### src/rtl/rtttl_tone_gen.sv
// rtttl_tone_gen: square-wave tone generator fed by rtttl_sequencer.
//
// Turns a registered {octave, note} code into a 50 % duty square wave at the
// equal-tempered pitch. Pauses and invalid codes hold the pin low.
//
// Ports:
//   clk        system clock, all state on its rising edge
//   rstn       asynchronous active-low reset
//   octave     octave code, 0..7 valid, 8..15 pause
//   note       note code, 1..12 = C..B, 0 and 13..15 pause
//   audio_out  square-wave output
//   active     high while a tone is playing
//
// Configuration macro: RTTTL_TONE_SYNC_CHANGE_EN
//   defined   - code changes are applied only at half-period boundaries (no runts)
//   undefined - in PLAY a change of the registered code takes effect at once
module rtttl_tone_gen #(
    parameter int unsigned CLK_HZ = 1_000_000,
    parameter int unsigned CNT_W  = 16
) (
    input  logic       clk,
    input  logic       rstn,
    input  logic [3:0] octave,
    input  logic [3:0] note,
    output logic       audio_out,
    output logic       active
);

    // Octave-7 half-period in clocks, rounded to nearest, from a frequency in mHz.
    function automatic longint unsigned h7_of(input longint unsigned f_mhz);
        return (64'(CLK_HZ) * 64'd1000 + f_mhz) / (64'd2 * f_mhz);
    endfunction

    localparam longint unsigned H7C64 = h7_of(64'd2093005);

    localparam logic [CNT_W-1:0] H7_C  = CNT_W'(H7C64);
    localparam logic [CNT_W-1:0] H7_CS = CNT_W'(h7_of(64'd2217461));
    localparam logic [CNT_W-1:0] H7_D  = CNT_W'(h7_of(64'd2349318));
    localparam logic [CNT_W-1:0] H7_DS = CNT_W'(h7_of(64'd2489016));
    localparam logic [CNT_W-1:0] H7_E  = CNT_W'(h7_of(64'd2637020));
    localparam logic [CNT_W-1:0] H7_F  = CNT_W'(h7_of(64'd2793826));
    localparam logic [CNT_W-1:0] H7_FS = CNT_W'(h7_of(64'd2959955));
    localparam logic [CNT_W-1:0] H7_G  = CNT_W'(h7_of(64'd3135963));
    localparam logic [CNT_W-1:0] H7_GS = CNT_W'(h7_of(64'd3322438));
    localparam logic [CNT_W-1:0] H7_A  = CNT_W'(h7_of(64'd3520000));
    localparam logic [CNT_W-1:0] H7_AS = CNT_W'(h7_of(64'd3729310));
    localparam logic [CNT_W-1:0] H7_B  = CNT_W'(h7_of(64'd3951066));

    // Octave-0 C is the longest half-period; everything else fits if it does.
    if ((H7C64 << 7) >= (64'd1 << CNT_W)) begin : g_cnt_w_too_small
        $error("CNT_W too narrow for the octave-0 C half-period");
    end

    typedef enum logic {StIdle, StPlay} state_e;

    state_e           state_q, state_d;
    logic [CNT_W-1:0] cnt_q, cnt_d;
    logic             audio_q, audio_d;
    logic [3:0]       oct_q, note_q;

    logic [CNT_W-1:0] h7;
    logic [CNT_W-1:0] half_per;
    logic             code_valid;

    always_ff @(posedge clk or negedge rstn) begin
        if (!rstn) begin
            oct_q  <= 4'd0;
            note_q <= 4'd0;
        end else begin
            oct_q  <= octave;
            note_q <= note;
        end
    end

`ifndef RTTTL_TONE_SYNC_CHANGE_EN
    logic [7:0] code_prev_q;
    logic       code_changed;

    always_ff @(posedge clk or negedge rstn) begin
        if (!rstn) begin
            code_prev_q <= 8'd0;
        end else begin
            code_prev_q <= {oct_q, note_q};
        end
    end

    assign code_changed = ({oct_q, note_q} != code_prev_q);
`endif

    always_comb begin
        h7 = '0;
        case (note_q)
            4'd1:    h7 = H7_C;
            4'd2:    h7 = H7_CS;
            4'd3:    h7 = H7_D;
            4'd4:    h7 = H7_DS;
            4'd5:    h7 = H7_E;
            4'd6:    h7 = H7_F;
            4'd7:    h7 = H7_FS;
            4'd8:    h7 = H7_G;
            4'd9:    h7 = H7_GS;
            4'd10:   h7 = H7_A;
            4'd11:   h7 = H7_AS;
            4'd12:   h7 = H7_B;
            default: h7 = '0;
        endcase
    end

    assign code_valid = !oct_q[3] && (note_q != 4'd0) && (note_q <= 4'd12);
    // Lower octaves double the half-period per step below octave 7.
    assign half_per   = h7 << (3'd7 - oct_q[2:0]);

    always_comb begin
        state_d = state_q;
        cnt_d   = cnt_q;
        audio_d = audio_q;
        case (state_q)
            StIdle: begin
                cnt_d   = '0;
                audio_d = 1'b0;
                if (code_valid) begin
                    state_d = StPlay;
                    cnt_d   = half_per - CNT_W'(1);
                    audio_d = 1'b1;
                end
            end
            StPlay: begin
`ifndef RTTTL_TONE_SYNC_CHANGE_EN
                // Immediate-change build: a new code restarts the phase high.
                if (code_changed) begin
                    if (code_valid) begin
                        cnt_d   = half_per - CNT_W'(1);
                        audio_d = 1'b1;
                    end else begin
                        state_d = StIdle;
                        cnt_d   = '0;
                        audio_d = 1'b0;
                    end
                end else
`endif
                if (cnt_q != '0) begin
                    cnt_d = cnt_q - CNT_W'(1);
                end else if (code_valid) begin
                    cnt_d   = half_per - CNT_W'(1);
                    audio_d = ~audio_q;
                end else begin
                    state_d = StIdle;
                    cnt_d   = '0;
                    audio_d = 1'b0;
                end
            end
            default: begin
                state_d = StIdle;
                cnt_d   = '0;
                audio_d = 1'b0;
            end
        endcase
    end

    always_ff @(posedge clk or negedge rstn) begin
        if (!rstn) begin
            state_q <= StIdle;
            cnt_q   <= '0;
            audio_q <= 1'b0;
        end else begin
            state_q <= state_d;
            cnt_q   <= cnt_d;
            audio_q <= audio_d;
        end
    end

    assign audio_out = audio_q;
    assign active    = (state_q == StPlay);

endmodule

### config.mk
export PLATFORM = sky130hd
export DESIGN_NAME = rtttl_tone_gen
export DESIGN_NICKNAME = d
export VERILOG_FILES = /design/src/rtl/rtttl_tone_gen.sv
export SDC_FILE = /design/constraint.sdc
export NUM_CORES = 1
export LEC_CHECK = 0
export BUFFER_PORTS_ARGS = -buffer_cell sky130_fd_sc_hd__buf_2
export CAP_MARGIN = 10
export CORE_MARGIN = 3
export CORE_UTILIZATION = 63
export CTS_CLUSTER_DIAMETER = 50
export CTS_CLUSTER_SIZE = 24
export DETAILED_ROUTE_END_ITERATION = 6
export GPL_ROUTABILITY_DRIVEN = 1
export PLACE_DENSITY = 0.81
export SLEW_MARGIN = 20
export SYNTH_ARGS = -nofsm -noshare
export SYNTH_HDL_FRONTEND = slang
export SYNTH_SLANG_ARGS = --single-unit
### constraint.sdc
create_clock -name clk -period 3.76 [get_ports clk]
set_input_delay 0.188 -clock clk [delete_from_list [all_inputs] [get_ports clk]]
set_output_delay 0.188 -clock clk [all_outputs]
set_load 0.05 [all_outputs]
# Word-level counts from Yosys, hierarchy flattened
# Memory sizes are Yosys's and may differ from the RTL's.
# Index checks and enable logic that the tools add are counted.
# Widths: inputs -> output; s select.
# word_totals
regBits,34
latch_bits,0
ram_bits,0
romBits,128
inputBits,10
output_inout_bits,2
wordCells,33
n_memories,1
# mem_list
name,depth,width,read_ports,rd_ports_with_merged_regs,write_ports,line,rtl
(no name shown),16,8,1,0,0,92,case (note_q)
# op_classes
addsub,3
mul,0
div,0
order_cmp,1
n_eq_ne,2
shift,1
n_mux,12
bitwise_logic,2
n_reduce_logical,5
# op_table
op,n
$mux 16,3
$pmux 16 s2,1
$sub 16x1->16 const B,2
$reduce_bool 16->1,1
$shl 16x3->16,1
$ne 8x8->1,1
$mux 1,6
$le 4x4->1 const B,1
$pmux 1 s2,2
$reduce_bool 4->1,1
$ne 3x3->1 const B,1
$sub 3x3->3 const A,1
$logic_and 1x1->1,2
$not 1->1,2
$logic_not 1->1,1

# Longest topological paths before layout
# depth
word_depth,7
ltp_mapped,14

# Worst setup path after synthesis
# No wires, ideal clock.
# synth_timing
path_type,reg2reg
start,register note_q[0]
end,register cnt_q[13]
arrival_time_ns,3.155
t_required_ns,3.621
setup_slack_ns,0.466
path_stages_with_launch,10
path_buffers,0
period_less_slack_ns,3.294
path_cell_list,dfrtp_1 > inv_1 > ha_1 > mux4_1 > mux4_2 > o2bb2ai_1 > or4_4 > nor3_4 > a311o_1 > o221ai_1
# synth_via
elab_chain_cells,7
word_cells_on_any_way,12
cone_classes,add/sub: 1; order compare: 1; eq/ne: 1; shift: 1; mux: 4; reduce/logical: 3; memory: 1
# synth_rtl
item,line,rtl
start: declaration,59,"logic [3:0] oct_q, note_q;"
start signal: assignment,71,note_q <= note;
$mem_v2 16x8 or $reduce_bool 4->1 (tied branches),--,
$shl 16x3->16 or $logic_and 1x1->1 (tied branches),"111, 109",
$sub 16x1->16 or $logic_and 1x1->1 (tied branches),--,
$mux 16,"121, 131, 143",
$mux 16,141,if (cnt_q != '0) begin
$mux 16,130,if (code_changed) begin
$pmux 16 s2 (*),117,case (state_q)
named net cnt_d[13],57,"logic [CNT_W-1:0] cnt_q, cnt_d;"
end signal: assignment,167,cnt_q <= cnt_d;
end: declaration,57,
# Mark *: on every way through the listed nets, which the timed path passes. The rest lies on a longest branch.
# A chain may end at the register's enable or synchronous reset.

# Worst setup path in the final report
# layout_timing
start,register note_q[1]
end,register cnt_q[12]
# The elaborated chain is that of the path after synthesis.

==> out/summary.txt <==
OUTCOME
--------------------------------------------------------------------------------------------------------
Result of the run ......................................................................... complete, no violations

DRT
--------------------------------------------------------------------------------------------------------
Routed wire per std cell ..................................................................      17.6 um
Count of unresolved DRC violations after routing ..........................................            0
Detail Route Antenna Nets .................................................................            0
Overall routed net length .................................................................      7330 um
DRT Pass-1 Iters ..........................................................................            5
Via-to-Cell Ratio .........................................................................         6.70
Number of DRC markers after the initial detailed-route iteration ..........................          218
Via Count .................................................................................         2794

STA
--------------------------------------------------------------------------------------------------------
Period Utilization, post-route ............................................................        0.876
Slew at the pin with the worst max-slew slack .............................................      1.00 ns
Setup repair after global routing missed its margin .......................................        false
Worst slew margin relative to its limit ...................................................        0.323
Aggregate negative setup slack ............................................................         0 ns
Worst clock skew ..........................................................................   0.00330 ns
Hold violation count in the final report ..................................................            0
Timing-limited maximum frequency ..........................................................      304 MHz
Endpoints failing setup ...................................................................            0
Min Tclk post-route .......................................................................      3.29 ns
Worst hold slack after final layout .......................................................   0.00619 ns
Final Max Slew Viols ......................................................................            0

CTS
--------------------------------------------------------------------------------------------------------
Number of buffers created by CTS ..........................................................            5
Cells resized by post-CTS repair ..........................................................            0
Clock network latency to the later pin of the worst-skew pair .............................      0.28 ns
CTS H-Tree Depth ..........................................................................            2
Clock tree from TritonCTS .................................................................         done
Count of clock tree sinks .................................................................           34
Buffer levels on the longest clock path ...................................................            2
Root Buffer Master ........................................................................ sky130_fd_sc_hd__clkbuf_8
Post-CTS clock slew at the launch and capture registers of the worst setup and hold paths .      0.06 ns

WORST SETUP PATH
--------------------------------------------------------------------------------------------------------
Crit-path most repeated cell .............................................................. sky130_fd_sc_hd__ha_1
Path type of the worst setup path ......................................................... flip-flop to flip-flop
Type of element launching the critical path ...............................................    flip-flop
Crit path cell chain ...................................................................... inv_1 -> ha_1 -> mux2_2 -> o21ai_0 -> and2_1 -> o21a_1 -> nand2_1 -> ha_1 -> nand4_1 -> a22oi_1 -> o211ai_1 -> xnor2_1 -> o22ai_1
Largest driver fanout on the critical path ................................................           13
Required time reported for the critical path endpoint .....................................      3.97 ns
Crit path DAT .............................................................................      3.50 ns
Crit path largest cell delay ..............................................................      0.43 ns
CP Capture Type ...........................................................................    flip-flop
Slowest cell on crit path ................................................................. sky130_fd_sc_hd__ha_1

POWER AND IR DROP
--------------------------------------------------------------------------------------------------------
Total power draw ..........................................................................      1030 uW
P_leak ....................................................................................   0.00133 uW
Total power divided by cell area ..........................................................   320 nW/um2
VDD IR-drop max ...........................................................................   0.000240 V

FLOORPLANNING
--------------------------------------------------------------------------------------------------------
Die Footprint .............................................................................     5630 um2
Initial core utilization ..................................................................        0.671
Floorplan die height ......................................................................      75.1 um
Core area .................................................................................     4470 um2
# rows ....................................................................................           24
Boundary pin count ........................................................................           12
Die span in x .............................................................................      75.1 um

FINISH
--------------------------------------------------------------------------------------------------------
Design Area, Final ........................................................................     3230 um2
Antenna diode instance count ..............................................................            0
Most used cells in the layout excluding fill and tap cells ................................ sky130_fd_sc_hd__dfrtp_1 (34), sky130_fd_sc_hd__nand2_1 (24), sky130_fd_sc_hd__nor2_1 (23)
Leading cell type in the layout, fill and taps excluded ................................... sky130_fd_sc_hd__dfrtp_1
Share of cells above drive strength 1 .....................................................        0.126
Net total in the final layout .............................................................          387
Synthesis-to-finish area growth ...........................................................        7.50%
Final Core Density ........................................................................        0.722

PLACED DESIGN
--------------------------------------------------------------------------------------------------------
Placed wire-length estimate after detailed placement ......................................      5430 um
Total cell area at the placement stage ....................................................     3130 um2
Final weighted congestion in routability-driven placement .................................        0.977
I/O Buffers ...............................................................................           11

WORST HOLD PATH
--------------------------------------------------------------------------------------------------------
Hold Path Class ........................................................................... primary input to flip-flop

LOGIC SYNTHESIS
--------------------------------------------------------------------------------------------------------
Post-Synthesis Mean Instance Area .........................................................     8.41 um2
Synth Register Bits .......................................................................           34
Part of the Yosys area used for sequential elements .......................................        0.283
Post-synth EDFFs ..........................................................................            0
Net Count, Synth ..........................................................................          378
Most used flip-flop cell after synthesis .................................................. sky130_fd_sc_hd__dfrtp_1
Summed instance area of the synthesized netlist ...........................................     3000 um2
Count of different cell masters after synthesis ...........................................           62
Synthesis warning total ...................................................................            0
Post-synthesis async set-or-reset flop share ..............................................         1.00
Synthesized instance count ................................................................          357

GRT
--------------------------------------------------------------------------------------------------------
Largest net degree at the start of global routing .........................................           35
Number of global-route vias before repair .................................................         2606
Total routing usage reported by global routing ............................................        0.283
Total congestion overflow after global routing ............................................            0
Wire length of the first global-routing pass ..............................................     12200 um
Initial antenna violation count ...........................................................            0

FLOW RUN
--------------------------------------------------------------------------------------------------------
Max Cap Viol ..............................................................................            0

## path summary, 6_finish.rpt
check	start	end	slack [ns]	depth (start not counted)
setup / recovery	note_q[1]	cnt_q[12]	0.47	13
hold / removal	note[3]	note_q[3]	0.006	1
setup reg to reg	note_q[1]	cnt_q[12]	0.47	13
hold reg to reg	oct_q[3]	code_prev_q[7]	0.45	0
max in group asynchronous	rstn	code_prev_q[2]	2.79	2
min in group asynchronous	rstn	cnt_q[0]	0.51	2
## metrics by stage
stage / std cells / worst slack (ns)
floorplan: 357 / 0.466
global placement: 409 / 0.578
detailed placement: 409 / 0.494
CTS: 416 / 0.488
global route: 417 / 0.0599
finish: 417 / 0.466
## state kept, by name, summed over array words and instances, names as in the netlist
register,count
cnt_q,16
code_prev_q,8
note_q,4
oct_q,4
active,1
audio_out,1
## worst max-delay path: cells and delay by family, from the launching register on
family                   cells  cell delay [ns]
AO/OA/AOI/OAI                5             1.09
adder cells (fa/ha/maj)      2             0.68
AND/OR/NAND/NOR              3             0.48
flip-flops                   1             0.38
multiplexers                 1             0.25
XOR/XNOR                     1             0.17
buffers and inverters        1             0.14
## power breakdown
group          internal (uW)  switching (uW)  leakage (uW)
logic                    146             211      0.000860
clock network            141             117     0.0000431
registers                392            28.0      0.000423
## synth_stat cells, types with 2 or more instances
cell type	count	share of area
sky130_fd_sc_hd__or3_1	3	0.0062
sky130_fd_sc_hd__mux4_2	3	0.022
sky130_fd_sc_hd__o22ai_1	13	0.027
sky130_fd_sc_hd__xor2_1	18	0.052
sky130_fd_sc_hd__mux2_2	3	0.011
sky130_fd_sc_hd__buf_1	5	0.0062
sky130_fd_sc_hd__clkbuf_1	13	0.016
sky130_fd_sc_hd__o21ai_0	19	0.032
sky130_fd_sc_hd__nor2b_1	12	0.025
sky130_fd_sc_hd__buf_2	7	0.012
sky130_fd_sc_hd__mux2i_1	8	0.027
sky130_fd_sc_hd__ha_1	11	0.046
sky130_fd_sc_hd__nand4_1	3	0.0062
sky130_fd_sc_hd__nor4_1	10	0.021
sky130_fd_sc_hd__a31oi_1	4	0.0083
sky130_fd_sc_hd__o311ai_0	4	0.012
sky130_fd_sc_hd__a21oi_1	12	0.020
sky130_fd_sc_hd__nand2b_1	6	0.012
sky130_fd_sc_hd__xnor2_1	15	0.044
sky130_fd_sc_hd__o221ai_1	2	0.0058
sky130_fd_sc_hd__o2111ai_1	2	0.0058
sky130_fd_sc_hd__o2bb2ai_1	2	0.0058
sky130_fd_sc_hd__nor2_1	23	0.029
sky130_fd_sc_hd__inv_1	8	0.010
sky130_fd_sc_hd__or2_2	4	0.0083
sky130_fd_sc_hd__o211ai_1	11	0.027
sky130_fd_sc_hd__a221o_1	2	0.0067
sky130_fd_sc_hd__and3_1	3	0.0062
sky130_fd_sc_hd__a21o_1	3	0.0075
sky130_fd_sc_hd__nand3_1	11	0.018
sky130_fd_sc_hd__clkinv_1	2	0.0025
sky130_fd_sc_hd__and2_1	2	0.0042
sky130_fd_sc_hd__o32ai_1	2	0.0058
sky130_fd_sc_hd__nor3_1	15	0.025
sky130_fd_sc_hd__dfrtp_1	34	0.28
sky130_fd_sc_hd__a2bb2oi_1	2	0.0058
sky130_fd_sc_hd__nor4b_1	2	0.0058
sky130_fd_sc_hd__a211oi_1	9	0.022
sky130_fd_sc_hd__o31ai_1	3	0.0075
sky130_fd_sc_hd__nand2_1	24	0.030
## logic make-up (layout without fill, tap and decap cells)
group	Yosys count	in the layout	synth area share
and+or+nand+nor	123	123	0.214
AOI/OAI and AO/OA	105	105	0.243
buffers and inverters	36	44	0.0479
DFF	34	34	0.283
xor gates and xnor gates	33	33	0.0962
muxes	15	15	0.0691
adders and majority gates	11	11	0.0458
## area by class of cell
class                      instances  area [um2]
multi-input combinational        287        2010
fill                             361        1240
sequential                        34         851
timing repair buffer              27         180
clock buffer                       6        82.6
tap                               52        65.1
inverter                          11        41.3
## routing by layer
| metal | track usage | vias to the layer above | share of wire | wire [um] |
|---|---|---|---|---|
| li1 | - | 1353 | - | - |
| met5 | 0 | - | 0 | 0 |
| met4 | 0.123 | 0 | 0.032 | 233 |
| met1 | 0.356 | 1308 | 0.43 | 3150 |
| met3 | 0.0561 | 22 | 0.061 | 447 |
| met2 | 0.470 | 111 | 0.48 | 3510 |
## what timing repair did
action | 4_1_cts | 5_1_grt
hold endpoints to repair | 34 | 1
setup buffers | 0 | 0
hold buffers | 1 | 1
Power figures use the tool's default switching activity.
